**src/rtl/cpu_pkg.sv**
```systemverilog
`default_nettype none
// ============================================================================
//  Module      : cpu_pkg
//  Description : Shared definitions for the store path: store_ctrl encodings,
//                store engine state enum, read-latency counter width and the
//                request fault check.
//  Revision    : 1.0 - initial release
// ============================================================================
package cpu_pkg;

  // store_ctrl encodings
  localparam logic [1:0] ST_SW  = 2'b00;
  localparam logic [1:0] ST_SH  = 2'b01;
  localparam logic [1:0] ST_SB  = 2'b10;
  localparam logic [1:0] ST_INV = 2'b11;

  // Width of the memory read latency counter (RD_LAT up to 7)
  localparam int LAT_CNT_W = 3;

  typedef enum logic [1:0] {
    IDLE  = 2'd0,
    READ  = 2'd1,
    WRITE = 2'd2,
    DONE  = 2'd3
  } storeState_t;

  // A request is rejected when the encoding is invalid or the access is
  // misaligned for its size (bytes can never be misaligned).
  function automatic logic isStoreFault(input logic [1:0] ctrl,
                                        input logic [1:0] byteOff);
    logic f;
    f = 1'b0;
    if (ctrl == ST_INV)                        f = 1'b1;
    if ((ctrl == ST_SW) && (byteOff != 2'b00)) f = 1'b1;
    if ((ctrl == ST_SH) && byteOff[0])         f = 1'b1;
    return f;
  endfunction

endpackage
`default_nettype wire

```
**src/rtl/byte_lane_merge.sv**
```systemverilog
`default_nettype none
// ============================================================================
//  Module      : byte_lane_merge
//  Description : Combinational little-endian lane merge. Inserts the low
//                byte/half of the store data into the old memory word at the
//                lane selected by the byte offset; all other lanes pass
//                through unchanged.
//  Ports       : oldWord   - word read from memory
//                wdata     - store data (low bits used for sh/sb)
//                storeCtrl - sw/sh/sb/invalid
//                byteOff   - addr[1:0] of the store
//                merged    - word to be written back
//  Revision    : 1.0 - initial release
// ============================================================================
module byte_lane_merge
  import cpu_pkg::*;
(
  input  logic [31:0] oldWord,
  input  logic [31:0] wdata,
  input  logic [1:0]  storeCtrl,
  input  logic [1:0]  byteOff,
  output logic [31:0] merged
);

  always_comb begin
    merged = oldWord;
    case (storeCtrl)
      ST_SW: merged = wdata;
      ST_SH: begin
        if (byteOff[1]) merged[31:16] = wdata[15:0];
        else            merged[15:0]  = wdata[15:0];
      end
      ST_SB: begin
        case (byteOff)
          2'd0:    merged[7:0]   = wdata[7:0];
          2'd1:    merged[15:8]  = wdata[7:0];
          2'd2:    merged[23:16] = wdata[7:0];
          default: merged[31:24] = wdata[7:0];
        endcase
      end
      default: merged = oldWord;
    endcase
  end

endmodule
`default_nettype wire

```
**src/rtl/store_rmw_unit.sv**
```systemverilog
`default_nettype none
// ============================================================================
//  Module      : store_rmw_unit
//  Description : Multicycle store engine. sw writes directly; sh/sb read the
//                target word, merge the new lane(s) and write the whole word
//                back so untouched bytes are preserved. Misaligned or invalid
//                requests complete with fault and never write.
//  Ports       : clk, reset        - clock, async active-high reset
//                start             - request strobe (sampled in IDLE only)
//                store_ctrl        - 00 sw, 01 sh, 10 sb, 11 invalid
//                addr, wdata       - byte address and register data
//                mem_rdata         - memory read data (RD_LAT cycles)
//                mem_addr          - word-aligned memory address
//                mem_wr, mem_wdata - one-cycle write strobe and data
//                busy, done, fault - status to the control FSM
//  Revision    : 1.0 - initial release
// ============================================================================
module store_rmw_unit
  import cpu_pkg::*;
#(
  parameter int RD_LAT = 2,
  parameter int AW     = 32
) (
  input  logic          clk,
  input  logic          reset,
  input  logic          start,
  input  logic [1:0]    store_ctrl,
  input  logic [AW-1:0] addr,
  input  logic [31:0]   wdata,
  input  logic [31:0]   mem_rdata,
  output logic [AW-1:0] mem_addr,
  output logic          mem_wr,
  output logic [31:0]   mem_wdata,
  output logic          busy,
  output logic          done,
  output logic          fault
);

  localparam logic [LAT_CNT_W-1:0] c_LAST_CNT = LAT_CNT_W'(RD_LAT - 1);
  localparam logic [LAT_CNT_W-1:0] c_CNT_ONE  = LAT_CNT_W'(1);

  storeState_t r_state;
  storeState_t w_nextState;

  logic [1:0]           r_ctrl;
  logic [1:0]           r_byteOff;
  logic [31:0]          r_wdata;
  logic [AW-1:0]        r_memAddr;
  // Captured write word: wdata for sw, the merged read word for sh/sb.
  logic [31:0]          r_capWord;
  logic                 r_fault;
  logic [LAT_CNT_W-1:0] r_cnt;

  logic                 w_accept;
  logic                 w_reqFault;
  logic                 w_readDone;
  logic [31:0]          w_merged;

  assign w_accept   = (r_state == IDLE) && start;
  assign w_reqFault = isStoreFault(store_ctrl, addr[1:0]);
  assign w_readDone = (r_cnt == c_LAST_CNT);

  byte_lane_merge u_merge (
    .oldWord   (mem_rdata),
    .wdata     (r_wdata),
    .storeCtrl (r_ctrl),
    .byteOff   (r_byteOff),
    .merged    (w_merged)
  );

  // State register
  always_ff @(posedge clk or posedge reset) begin
    if (reset) r_state <= IDLE;
    else       r_state <= w_nextState;
  end

  // Next-state logic
  always_comb begin
    w_nextState = r_state;
    case (r_state)
      IDLE: begin
        if (start) begin
          if (w_reqFault)               w_nextState = DONE;
          else if (store_ctrl == ST_SW) w_nextState = WRITE;
          else                          w_nextState = READ;
        end
      end
      READ:    if (w_readDone) w_nextState = WRITE;
      WRITE:   w_nextState = DONE;
      DONE:    w_nextState = IDLE;
      default: w_nextState = IDLE;
    endcase
  end

  // Request capture, latency counter and merge capture
  always_ff @(posedge clk or posedge reset) begin
    if (reset) begin
      r_ctrl    <= ST_SW;
      r_byteOff <= 2'b00;
      r_wdata   <= 32'd0;
      r_memAddr <= '0;
      r_capWord <= 32'd0;
      r_fault   <= 1'b0;
      r_cnt     <= '0;
    end else begin
      if (w_accept) begin
        r_ctrl    <= store_ctrl;
        r_byteOff <= addr[1:0];
        r_wdata   <= wdata;
        r_memAddr <= {addr[AW-1:2], 2'b00};
        r_fault   <= w_reqFault;
        r_cnt     <= '0;
        if (store_ctrl == ST_SW) r_capWord <= wdata;
      end else if (r_state == READ) begin
        // mem_addr has been stable for RD_LAT cycles on the edge that
        // leaves READ, so mem_rdata is sampled and merged right then.
        if (w_readDone) r_capWord <= w_merged;
        else            r_cnt     <= r_cnt + c_CNT_ONE;
      end
    end
  end

  // Strobes are decoded from the state so reset removes them immediately.
  assign mem_addr  = r_memAddr;
  assign mem_wdata = r_capWord;
  assign mem_wr    = (r_state == WRITE) && !r_fault;
  assign busy      = (r_state != IDLE);
  assign done      = (r_state == DONE);
  assign fault     = (r_state == DONE) && r_fault;

endmodule
`default_nettype wire

```
**config.mk**
```make
export PLATFORM = sky130hd
export DESIGN_NAME = store_rmw_unit
export DESIGN_NICKNAME = d
export VERILOG_FILES = /design/src/rtl/cpu_pkg.sv /design/src/rtl/byte_lane_merge.sv /design/src/rtl/store_rmw_unit.sv
export SDC_FILE = /design/constraint.sdc
export NUM_CORES = 1
export LEC_CHECK = 0
export ABC_AREA = 1
export ABC_CLOCK_PERIOD_IN_PS = 4600
export BUFFER_PORTS_ARGS = -buffer_cell sky130_fd_sc_hd__buf_2
export CORE_AREA = 8 8 105 155
export DETAILED_ROUTE_END_ITERATION = 10
export DIE_AREA = 0 0 113 163
export SKIP_LAST_GASP = 1
export SYNTH_ARGS = -nofsm -noshare
export SYNTH_HDL_FRONTEND = slang
export SYNTH_SLANG_ARGS = --single-unit
```
**constraint.sdc**
```tcl
create_clock -name clk -period 4.6 [get_ports clk]
set_input_delay 0.69 -clock clk [delete_from_list [all_inputs] [get_ports clk]]
set_output_delay 0.69 -clock clk [all_outputs]
set_load 0.02 [all_outputs]
```
==> metrics.txt <==
status finished, final reports clean; slew margin rel. 37.6%; Fmax achieved 347 MHz; PwrDens 719 nW/um^2; sequential area share after synthesis 46.4%; clk_lat worst skew 0.35 ns; vias in the first global route 5567; Hold Path Class flop to flop; GRT Util Overall 19.2%; vias per cell 4.87; multiplexer area fraction after synthesis 0%; Synth Warn # 0; Final Critical Period 2.88 ns; count of final hold-check violations 0; most common cell in the netlist nand2_1; H-tree depth 3; buffer count from post-CTS setup fixing 0; Storage cell area 2600 um^2; nature of the critical path startpoint flop; first-pass GRT wire length 28.1 mm; Mapped Cells approximately 800; WL met2 8.88 mm; clock root buffer clkbuf_16; overall die height 163 um; Core Region 13900 um^2; CTS tree done; die span in x 113 um; top sig layer met5; WP data required 4.88 ns; Initial Util 40.3%; endpoint type of the worst setup path flop; Final setup viols 0; Crit path arrival time between 3 and 4 ns; CTS hold repair buffers 0; cell taking the most area after synthesis dfrtp_1; total grt overflow 0; Netlist cell types 29; total power between 4 and 5 mW; gpl congestion between 0.8 and 0.9; Crit Path Class flop to flop; initial antenna violation count 2; worst-case clock buffer depth 2; count of input and output buffers around 170; CTS Buf Count 9; largest net degree at the start of global routing slightly below 80; number of synthesized register bits between 100 and 150; setup TNS 0 ns; post-route worst setup slack 1.72 ns; XOR/XNOR Fraction of Synth Area less than 1%; WL/cell 15.8 um; vias 5367; Metal-1 WL 6.77 mm; final WL 17.4 mm; flop-to-flop setup slack approximately 1.7 ns; cts repair resizes 0; most frequent cells after synthesis 280 x nand2_1, 104 x dfrtp_1, 94 x inv_1, 88 x nor2_1, 52 x nand3_1; P_leak approximately 3.9 nW; Die Footprint approximately 18000 um^2; worst-path maximum fanout 58; FFs w/ async S/R, synth 100%; Clock transition at path regs 0.08 ns; cell row count 53; area grow syn2layout 21.0%; DRT iter0 DRCs 312; final worst path period share 62.7%; max_cap viols 0; clock skew 0.0112 ns; DP Worst Slack 1.62 ns; io pins 169; diode count 0; largest cells by area after synthesis dfrtp_1 46%, nand2_1 19%, inv_1 6.3%; Primary FF master, synth dfrtp_1; Post-Synth Adder-Cell Area 1.56%; fillers 1489; multi-input logic area 2450 um^2; number of synthesized flops with an enable pin 0; post-synth top area share 46.4%; DP HPWL 13.1 mm; wire length on met3 about 1.3 mm; post-synthesis compound-gate area fraction around 9.9%; worst vdd ir 0.346 mV; Slew Limit Fails 0; mapped cell area about 5600 um^2; simple-gate portion of the synthesized area 31.7%; Syn Area/Cell 7.14 um^2; Post-DRT Antenna Nets 0; Slew @ Worst Pin roughly 0.93 ns; nets roughly 1.0k; iteration count of the initial detailed-routing pass 4; DRC viols 0; main combinational cell family by area after synthesis simple AND/OR/NAND/NOR gates; share of cells above drive strength 1 22.5%; RSZ-0062 raised after global routing no; CTS sink count 104
==> cells in the final DEF, fill, tap and decap left out, drive strengths merged <==
| master | n |
|---|---|
| a211oi | 1 |
| a21oi | 37 |
| buf | 172 |
| clkbuf | 10 |
| clkinv | 2 |
| clkinvlp | 2 |
| conb | 2 |
| dfrtp | 104 |
| ha | 7 |
| inv | 101 |
| nand2 | 284 |
| nand3 | 53 |
| nand4 | 7 |
| nor2 | 90 |
| nor3 | 2 |
| o211ai | 8 |
| o21ai | 53 |
| o22ai | 1 |
| o31ai | 1 |
| xor2 | 1 |
==> sequential cells by signal (all words and copies together), names as in the netlist <==
register   cells
mem_addr      30
mem_wdata     32
r_byteOff      2
r_cnt          3
r_ctrl         2
r_fault        1
r_state        2
r_wdata       32
==> layout make-up <==
cell class,count,area share (%)
Clock buffer,10,3.52
Clock inverter,6,0.626
Inverter,99,5.55
Multi-Input combinational cell,547,36.1
Sequential cell,104,38.3
Tap cell,165,3.04
Timing Repair Buffer,172,12.9
==> per-stage QoR <==
stage	cells	hold WS (ns)	util [%]	cell area (um^2)
2_1_floorplan	787	0.449	-	5620
3_3_place_gp	1087	0.458	46.7	6510
3_5_place_dp	1087	0.461	46.7	6510
4_1_cts	1103	0.481	48.8	6790
5_1_grt	1103	0.503	48.8	6790
6_report	1103	0.475	48.8	6790
==> final timing paths <==
check | start | to | cells past startpoint
max in group asynchronous | reset | mem_wdata[9] | 3
hold reg to reg | mem_addr[2] | mem_addr[2] | 2
setup / recovery | r_state[0] | mem_wdata[24] | 9
min in group asynchronous | reset | mem_addr[9] | 2
hold / removal | mem_addr[2] | mem_addr[2] | 2
setup reg to reg | r_state[0] | mem_wdata[24] | 9
==> layer usage <==
metal | GRT usage (%) | vias to the layer above
met1 | 21.1 | 2467
met4 | 7.12 | 4
met5 | 0 | -
li1 | - | 2718
met3 | 5.86 | 24
met2 | 34.0 | 154
==> worst max-delay path: stages, from the launching register on <==
cell,delay (ns)
dfrtp_1,0.40
inv_1,0.12
ha_1,0.20
nand2_2,0.45
inv_2,0.91
buf_4,0.35
nand2_1,0.10
inv_1,0.06
nor2_1,0.05
a21oi_2,0.15
==> cell families (layout without fill, tap and decap cells) <==
logic type	after synthesis	count (layout)
flip-flops	104	104
AO/OA/AOI/OAI	101	101
AND/OR/NAND/NOR	436	436
XOR/XNOR	1	1
buffers and inverters	136	287
other	1	2
adder cells (fa/ha/maj)	7	7
==> where the power goes <==
| group | leakage [nW] | total, mW | switching, mW | internal (mW) |
|---|---|---|---|---|
| Clock | 0.135 | 0.737 | 0.353 | 0.384 |
| Sequential | 1.26 | 1.66 | 0.294 | 1.36 |
| Combinational | 2.55 | 2.49 | 1.68 | 0.804 |
| Total | 3.94 | 4.88 | 2.33 | 2.55 |
No activity file was read; power rests on OpenSTA's default activity.
